**src/rtl/tmds_encoder_mc.sv**
```systemverilog
// Multi-lane TMDS encoder: transition minimisation, DC balance, and in HDMI
// mode a 10-cycle look-ahead that inserts the video preamble and guard band.
module tmds_encoder_mc #(
    parameter int         NUM_CH    = 3,
    parameter int         HDMI_MODE = 0,
    parameter logic [9:0] RST_SYM   = 10'b1101010100
) (
    input  logic                 sys_clk,
    input  logic                 sys_rst,
    input  logic                 de,
    input  logic [8*NUM_CH-1:0]  data_in,
    input  logic [2*NUM_CH-1:0]  ctl_in,
    output logic [10*NUM_CH-1:0] sym_out,
    output logic                 de_out,
    output logic                 gap_err
);
    // Blanking cycles that can be rewritten before each video period.
    localparam int LOOKAHEAD = 10;

    typedef enum logic [1:0] {
        OVR_NONE  = 2'd0,
        OVR_PRE   = 2'd1,
        OVR_GUARD = 2'd2
    } ovr_e;

    typedef struct packed {
        logic                de;
        logic [8*NUM_CH-1:0] data;
        logic [2*NUM_CH-1:0] ctl;
        ovr_e                ovr;
        logic                gerr;
    } tap_t;

    function automatic logic [3:0] popcount8(input logic [7:0] v);
        logic [3:0] n;
        n = '0;
        for (int i = 0; i < 8; i++) n = n + {3'b000, v[i]};
        return n;
    endfunction

    // Stage-1 transition minimisation; bit 8 flags the XOR chain.
    function automatic logic [8:0] minimise(input logic [7:0] d);
        logic [3:0] n1;
        logic       use_xnor;
        logic [8:0] q;
        n1       = popcount8(d);
        use_xnor = (n1 > 4'd4) || (n1 == 4'd4 && !d[0]);
        q[0]     = d[0];
        for (int i = 1; i < 8; i++) q[i] = use_xnor ? ~(q[i-1] ^ d[i]) : (q[i-1] ^ d[i]);
        q[8]     = ~use_xnor;
        return q;
    endfunction

    // Stage-2 DC balance; returns {symbol, next running disparity}.
    function automatic logic [14:0] balance(input logic [8:0] qm, input logic [4:0] cnt);
        logic [3:0] n1;
        logic [4:0] diff;
        logic [9:0] sym;
        logic [4:0] nxt;
        n1   = popcount8(qm[7:0]);
        diff = {n1, 1'b0} - 5'd8;
        if (cnt == 5'd0 || n1 == 4'd4) begin
            sym = {~qm[8], qm[8], qm[8] ? qm[7:0] : ~qm[7:0]};
            nxt = qm[8] ? cnt + diff : cnt - diff;
        end else if ((!cnt[4] && n1 > 4'd4) || (cnt[4] && n1 < 4'd4)) begin
            sym = {1'b1, qm[8], ~qm[7:0]};
            nxt = cnt + {3'b000, qm[8], 1'b0} - diff;
        end else begin
            sym = {1'b0, qm[8], qm[7:0]};
            nxt = cnt - {3'b000, ~qm[8], 1'b0} + diff;
        end
        return {sym, nxt};
    endfunction

    function automatic logic [9:0] ctl_sym(input logic [1:0] c);
        case (c)
            2'b00:   return 10'b1101010100;
            2'b01:   return 10'b0010101011;
            2'b10:   return 10'b0101010100;
            default: return 10'b1010101011;
        endcase
    endfunction

    function automatic logic [9:0] guard_sym(input int lane);
        return (lane == 1) ? 10'b0100110011 : 10'b1011001100;
    endfunction

    tap_t tap;

    generate
        if (HDMI_MODE != 0) begin : g_hdmi
            tap_t       dly    [LOOKAHEAD];
            tap_t       marked [LOOKAHEAD];
            logic [3:0] gap_cnt;
            logic       rise;

            // Tag the buffered blanking cycles that precede a rising de
            always_comb begin
                rise = de & ~dly[0].de;
                for (int k = 0; k < LOOKAHEAD; k++) begin
                    marked[k] = dly[k];
                    if (rise && k < int'(gap_cnt)) begin
                        marked[k].ovr  = (k < 2) ? OVR_GUARD : OVR_PRE;
                        marked[k].gerr = (int'(gap_cnt) < LOOKAHEAD) && (k == int'(gap_cnt) - 1);
                    end
                end
            end

            // Shift the look-ahead window and count the current blanking gap
            always_ff @(posedge sys_clk) begin
                if (sys_rst) begin
                    // NOTE: the window is a shift register, not a RAM, so it is
                    // cleared here; reset must flush it to blanking with ctl=00.
                    for (int k = 0; k < LOOKAHEAD; k++) dly[k] <= '0;
                    gap_cnt <= '0;
                end else begin
                    dly[0] <= '{de: de, data: data_in, ctl: ctl_in, ovr: OVR_NONE, gerr: 1'b0};
                    for (int k = 1; k < LOOKAHEAD; k++) dly[k] <= marked[k-1];
                    if (de)
                        gap_cnt <= '0;
                    else if (gap_cnt != 4'(LOOKAHEAD))
                        gap_cnt <= gap_cnt + 4'd1;
                end
            end

            assign tap = marked[LOOKAHEAD-1];
        end else begin : g_dvi
            assign tap = '{de: de, data: data_in, ctl: ctl_in, ovr: OVR_NONE, gerr: 1'b0};
        end
    endgenerate

    logic [2*NUM_CH-1:0] ctl_eff;
    logic                s1_de;
    logic [2*NUM_CH-1:0] s1_ctl;
    ovr_e                s1_ovr;
    logic                s1_gerr;
    logic [8:0]          s1_qm  [NUM_CH];
    logic [9:0]          sym_q  [NUM_CH];
    logic [4:0]          cnt_q  [NUM_CH];

    // Preamble forces lane 1 to CTL 01 and lane 2 to CTL 00
    always_comb begin
        // NOTE: default assignment first keeps this block free of latches.
        ctl_eff = tap.ctl;
        if (tap.ovr == OVR_PRE) begin
            for (int k = 0; k < NUM_CH; k++) begin
                if (k == 1)      ctl_eff[2*k +: 2] = 2'b01;
                else if (k == 2) ctl_eff[2*k +: 2] = 2'b00;
            end
        end
    end

    // Stage 1: register the minimised words and the control context
    always_ff @(posedge sys_clk) begin
        if (sys_rst) begin
            s1_de   <= 1'b0;
            s1_ctl  <= '0;
            s1_ovr  <= OVR_NONE;
            s1_gerr <= 1'b0;
            for (int k = 0; k < NUM_CH; k++) s1_qm[k] <= '0;
        end else begin
            // NOTE: non-blocking so every stage samples pre-edge values together.
            s1_de   <= tap.de;
            s1_ctl  <= ctl_eff;
            s1_ovr  <= tap.ovr;
            s1_gerr <= tap.gerr;
            for (int k = 0; k < NUM_CH; k++) s1_qm[k] <= minimise(tap.data[8*k +: 8]);
        end
    end

    // Stage 2: DC-balance video or emit control/guard symbols, clear disparity
    always_ff @(posedge sys_clk) begin
        if (sys_rst) begin
            de_out  <= 1'b0;
            gap_err <= 1'b0;
            for (int k = 0; k < NUM_CH; k++) begin
                sym_q[k] <= RST_SYM;
                cnt_q[k] <= '0;
            end
        end else begin
            de_out  <= s1_de;
            gap_err <= s1_gerr;
            for (int k = 0; k < NUM_CH; k++) begin
                if (s1_de) begin
                    {sym_q[k], cnt_q[k]} <= balance(s1_qm[k], cnt_q[k]);
                end else begin
                    sym_q[k] <= (s1_ovr == OVR_GUARD) ? guard_sym(k) : ctl_sym(s1_ctl[2*k +: 2]);
                    cnt_q[k] <= '0;
                end
            end
        end
    end

    for (genvar g = 0; g < NUM_CH; g++) begin : g_out
        assign sym_out[10*g +: 10] = sym_q[g];
    end

endmodule

```
**config.mk**
```make
export PLATFORM = sky130hd
export DESIGN_NAME = tmds_encoder_mc
export DESIGN_NICKNAME = d
export VERILOG_FILES = /design/src/rtl/tmds_encoder_mc.sv
export SDC_FILE = /design/constraint.sdc
export NUM_CORES = 1
export LEC_CHECK = 0
export CAP_MARGIN = 10
export CORE_ASPECT_RATIO = 1.4
export CORE_MARGIN = 2
export CORE_UTILIZATION = 58
export CTS_CLUSTER_SIZE = 10
export DETAILED_ROUTE_END_ITERATION = 6
export PLACE_DENSITY = 0.9
export SETUP_SLACK_MARGIN = 0.15
export SYNTH_ARGS = -nofsm -noshare
export SYNTH_HDL_FRONTEND = slang
export SYNTH_SLANG_ARGS = --single-unit
export TNS_END_PERCENT = 50
```
**constraint.sdc**
```tcl
create_clock -name sys_clk -period 5.15 [get_ports sys_clk]
set_input_delay 1.03 -clock sys_clk [delete_from_list [all_inputs] [get_ports sys_clk]]
set_output_delay 1.03 -clock sys_clk [all_outputs]
set_load 0.02 [all_outputs]
```
==> key figures <==
STA
  – Least-Margin Pin Slew: 0.767 ns
  – RSZ-0062 raised after global routing: no
  – Hold Slack: 0.571 ns
  – Final hold vios: 0
  – Max Freq: 0.213 GHz
  – Pins Over Slew Limit: 0
  – Setup Skew: 0.00577 ns
  – Final setup fails: 0
  – Period minus WS final: 4.69 ns
  – Tcrit/Tclk final: 0.910
  – Slew HR: 0.488
  – Fin Setup TNS: 0 ns

GRT
  – Grt met3 use: 0.0471
  – Total gr overflow: 0
  – GR Util met1: 0.278
  – Largest net degree at the start of global routing: 48
  – Global-route wire length before repair: 20800 microns
  – Gr usage total: 0.249
  – Vias in the first global route: 4587
  – Initial antenna violation count: 0
  – Global route hottest layer: met2
  – GR Util met2: 0.454

Final layout
  – Non-Filler Instances: 808
  – Commonest non-fill, non-tap cells in the layout: inv_1 (106), dfxtp_1 (77), ha_1 (75)
  – Layout overhead on the synthesized area: 18.4%
  – Final core occ: 0.698
  – Layout cells sized above 1: 0.0698
  – Most common cell after layout, fill and taps aside: inv_1
  – Fin nets: 815
  – Diodes inserted: 0

Floorplan
  – Die W: 88.6 microns
  – Row count: 43
  – Core Box Area: 9850 sq um
  – Die Ht: 122 microns
  – I/O pin count: 65
  – Initial core utilization: 0.590
  – Die Footprint: 10800 sq um

Worst setup path
  – CP required: 5.44 ns
  – CP endpoint kind: flop
  – Crit-path max cell delay: 0.54 ns
  – CP most frequent cell: fa_1
  – Crit path DAT: 4.98 ns
  – Worst setup SP type: flop
  – Crit path kind: flop to flop
  – Crit-path max FO: 4
  – Critical-path top delay cell: fa_1
  – Crit-path cells: fa_1 -> inv_1 -> fa_1 -> fa_1 -> inv_1 -> ha_1 -> fa_1 -> inv_1 -> ha_1 -> mux2_2 -> ha_1 -> a21o_1 -> a21oi_1 -> xor3_1 -> nor3_1 -> a211o_1

Synthesis
  – Flops & latches, synth: 77
  – Cells after Synth: 603
  – Seq/Total Area, Yosys: 0.265
  – Top cell type's share of synthesized area: 0.265
  – Synth area leader: dfxtp_1
  – Syn_nets: 750
  – Synth Cell Area: 5810 sq um
  – Synth warn: 0
  – Synth cell types: 41
  – Synthesized area per cell: 9.63 sq um
  – Area contributors post-synth: dfxtp_1 (27%), ha_1 (16%), fa_1 (13%), xnor2_1 (9.2%), inv_1 (6.9%)

Worst hold path
  – Worst min-delay path category: flop to flop

Drt
  – Starting DRT DRC Count: 199
  – Antenna viol nets, final: 0
  – Via density per instance: 5.27
  – Via count: 4259
  – # DRC: 0
  – DRT Wirelength: 12300 microns
  – Wire length per cell: 15.3 microns
  – TritonRoute pass-1 iters: 4

Clock network
  – Clk sink count: 77
  – Worst-Skew Late Latency: 0.34 ns
  – # Post-CTS Setup Buffers: 0
  – CTS resizes: 0
  – CTS Buf Count: 9
  – Cell chosen for the clock root: clkbuf_16
  – CTS tree: yes
  – CTS Hold Bufs: 0
  – Maximum buffer depth of the clock tree: 2
  – Clk pin slew, worst setup/hold paths: 0.06 ns
  – CTS H-tree lvls: 3

Placement
  – Port-buffer cells: 63
  – Placed Cells: 792
  – RePlAce Congestion: 0.873
  – Hpwl dp: 9650 microns

Run status
  – Outcome: finished clean

Run
  – MaxCap Viol Count: 0
final cells by class:
cell class / instances / area (sq um)
Fill cell: 692 / 2970
Inverter: 106 / 398
Tap cell: 135 / 169
Multi-Input combinational cell: 405 / 3790
Clock buffer: 12 / 267
Sequential cell: 77 / 1540
Clock inverter: 4 / 31.3
Timing Repair Buffer: 69 / 676
Yosys cell counts, drive strengths merged:
| library cell | number |
|---|---|
| buf | 5 |
| dfxtp | 77 |
| nand2 | 10 |
| clkbuf | 10 |
| xor2 | 26 |
| nand2b | 1 |
| o21a | 3 |
| a31oi | 6 |
| a21oi | 53 |
| o211ai | 1 |
| xor3 | 2 |
| or2 | 6 |
| nor3 | 10 |
| mux2 | 3 |
| and2 | 3 |
| inv | 106 |
| nor2b | 9 |
| nand3 | 4 |
| or3 | 1 |
| conb | 1 |
| a211o | 5 |
| fa | 39 |
| mux2i | 6 |
| xnor2 | 64 |
| xnor3 | 3 |
| nor2 | 38 |
| a21o | 12 |
| nor3b | 6 |
| ha | 75 |
| o21ai | 9 |
| nor4 | 6 |
| o22ai | 3 |
per-layer routing:
layer | wire [microns] | vias to the layer above
met1 | 4820 | 2074
met4 | 400 | 0
li1 | - | 2043
met2 | 6680 | 112
met3 | 446 | 30
met5 | 0 | -
path summary, 6_finish.rpt:
path,start,to,slack [ns],cells after the start
setup reg to reg,s1_qm[0][9],cnt_q[9],0.46,16
setup / recovery,s1_qm[0][9],cnt_q[9],0.46,16
hold / removal,s1_qm[0][4],sym_out[4],0.57,2
hold reg to reg,s1_qm[0][4],sym_out[4],0.57,2
critical path: cells and delay by family (launching register included):
family,cells,cell delay (ns)
XOR/XNOR,1,0.33
flip-flops,1,0.34
adder cells (fa/ha/maj),7,2.78
buffers and inverters,3,0.19
AND/OR/NAND/NOR,1,0.16
AO/OA/AOI/OAI,3,0.51
multiplexers,1,0.29
cells by family (layout without fill, tap and decap cells):
logic type	count (synthesis)	count (layout)	synth area share
other	1	1	0.000646
adder cells (fa/ha/maj)	114	114	0.296
AO/OA/AOI/OAI	92	92	0.0946
AND/OR/NAND/NOR	94	94	0.0834
multiplexers	9	9	0.0162
XOR/XNOR	95	95	0.162
flip-flops	77	77	0.265
buffers and inverters	121	191	0.0814
through the flow:
stage / setup WS, ns / cell area [sq um]
after global routing: 0.296 / 6880
final: 0.462 / 6880
after detailed placement: 0.148 / 6580
after floorplan: 0.796 / 5810
after global placement: 0.382 / 6580
after CTS: 0.473 / 6880
sequential cells by signal, indices dropped and copies added (netlist names):
register	cells
s1_qm	27
de_out	1
cnt_q	12
sym_out	30
s1_ctl	6
s1_de	1
Power is not shown: default switching activity piles up to over one toggle a cycle in this logic, so the estimate is an artifact.
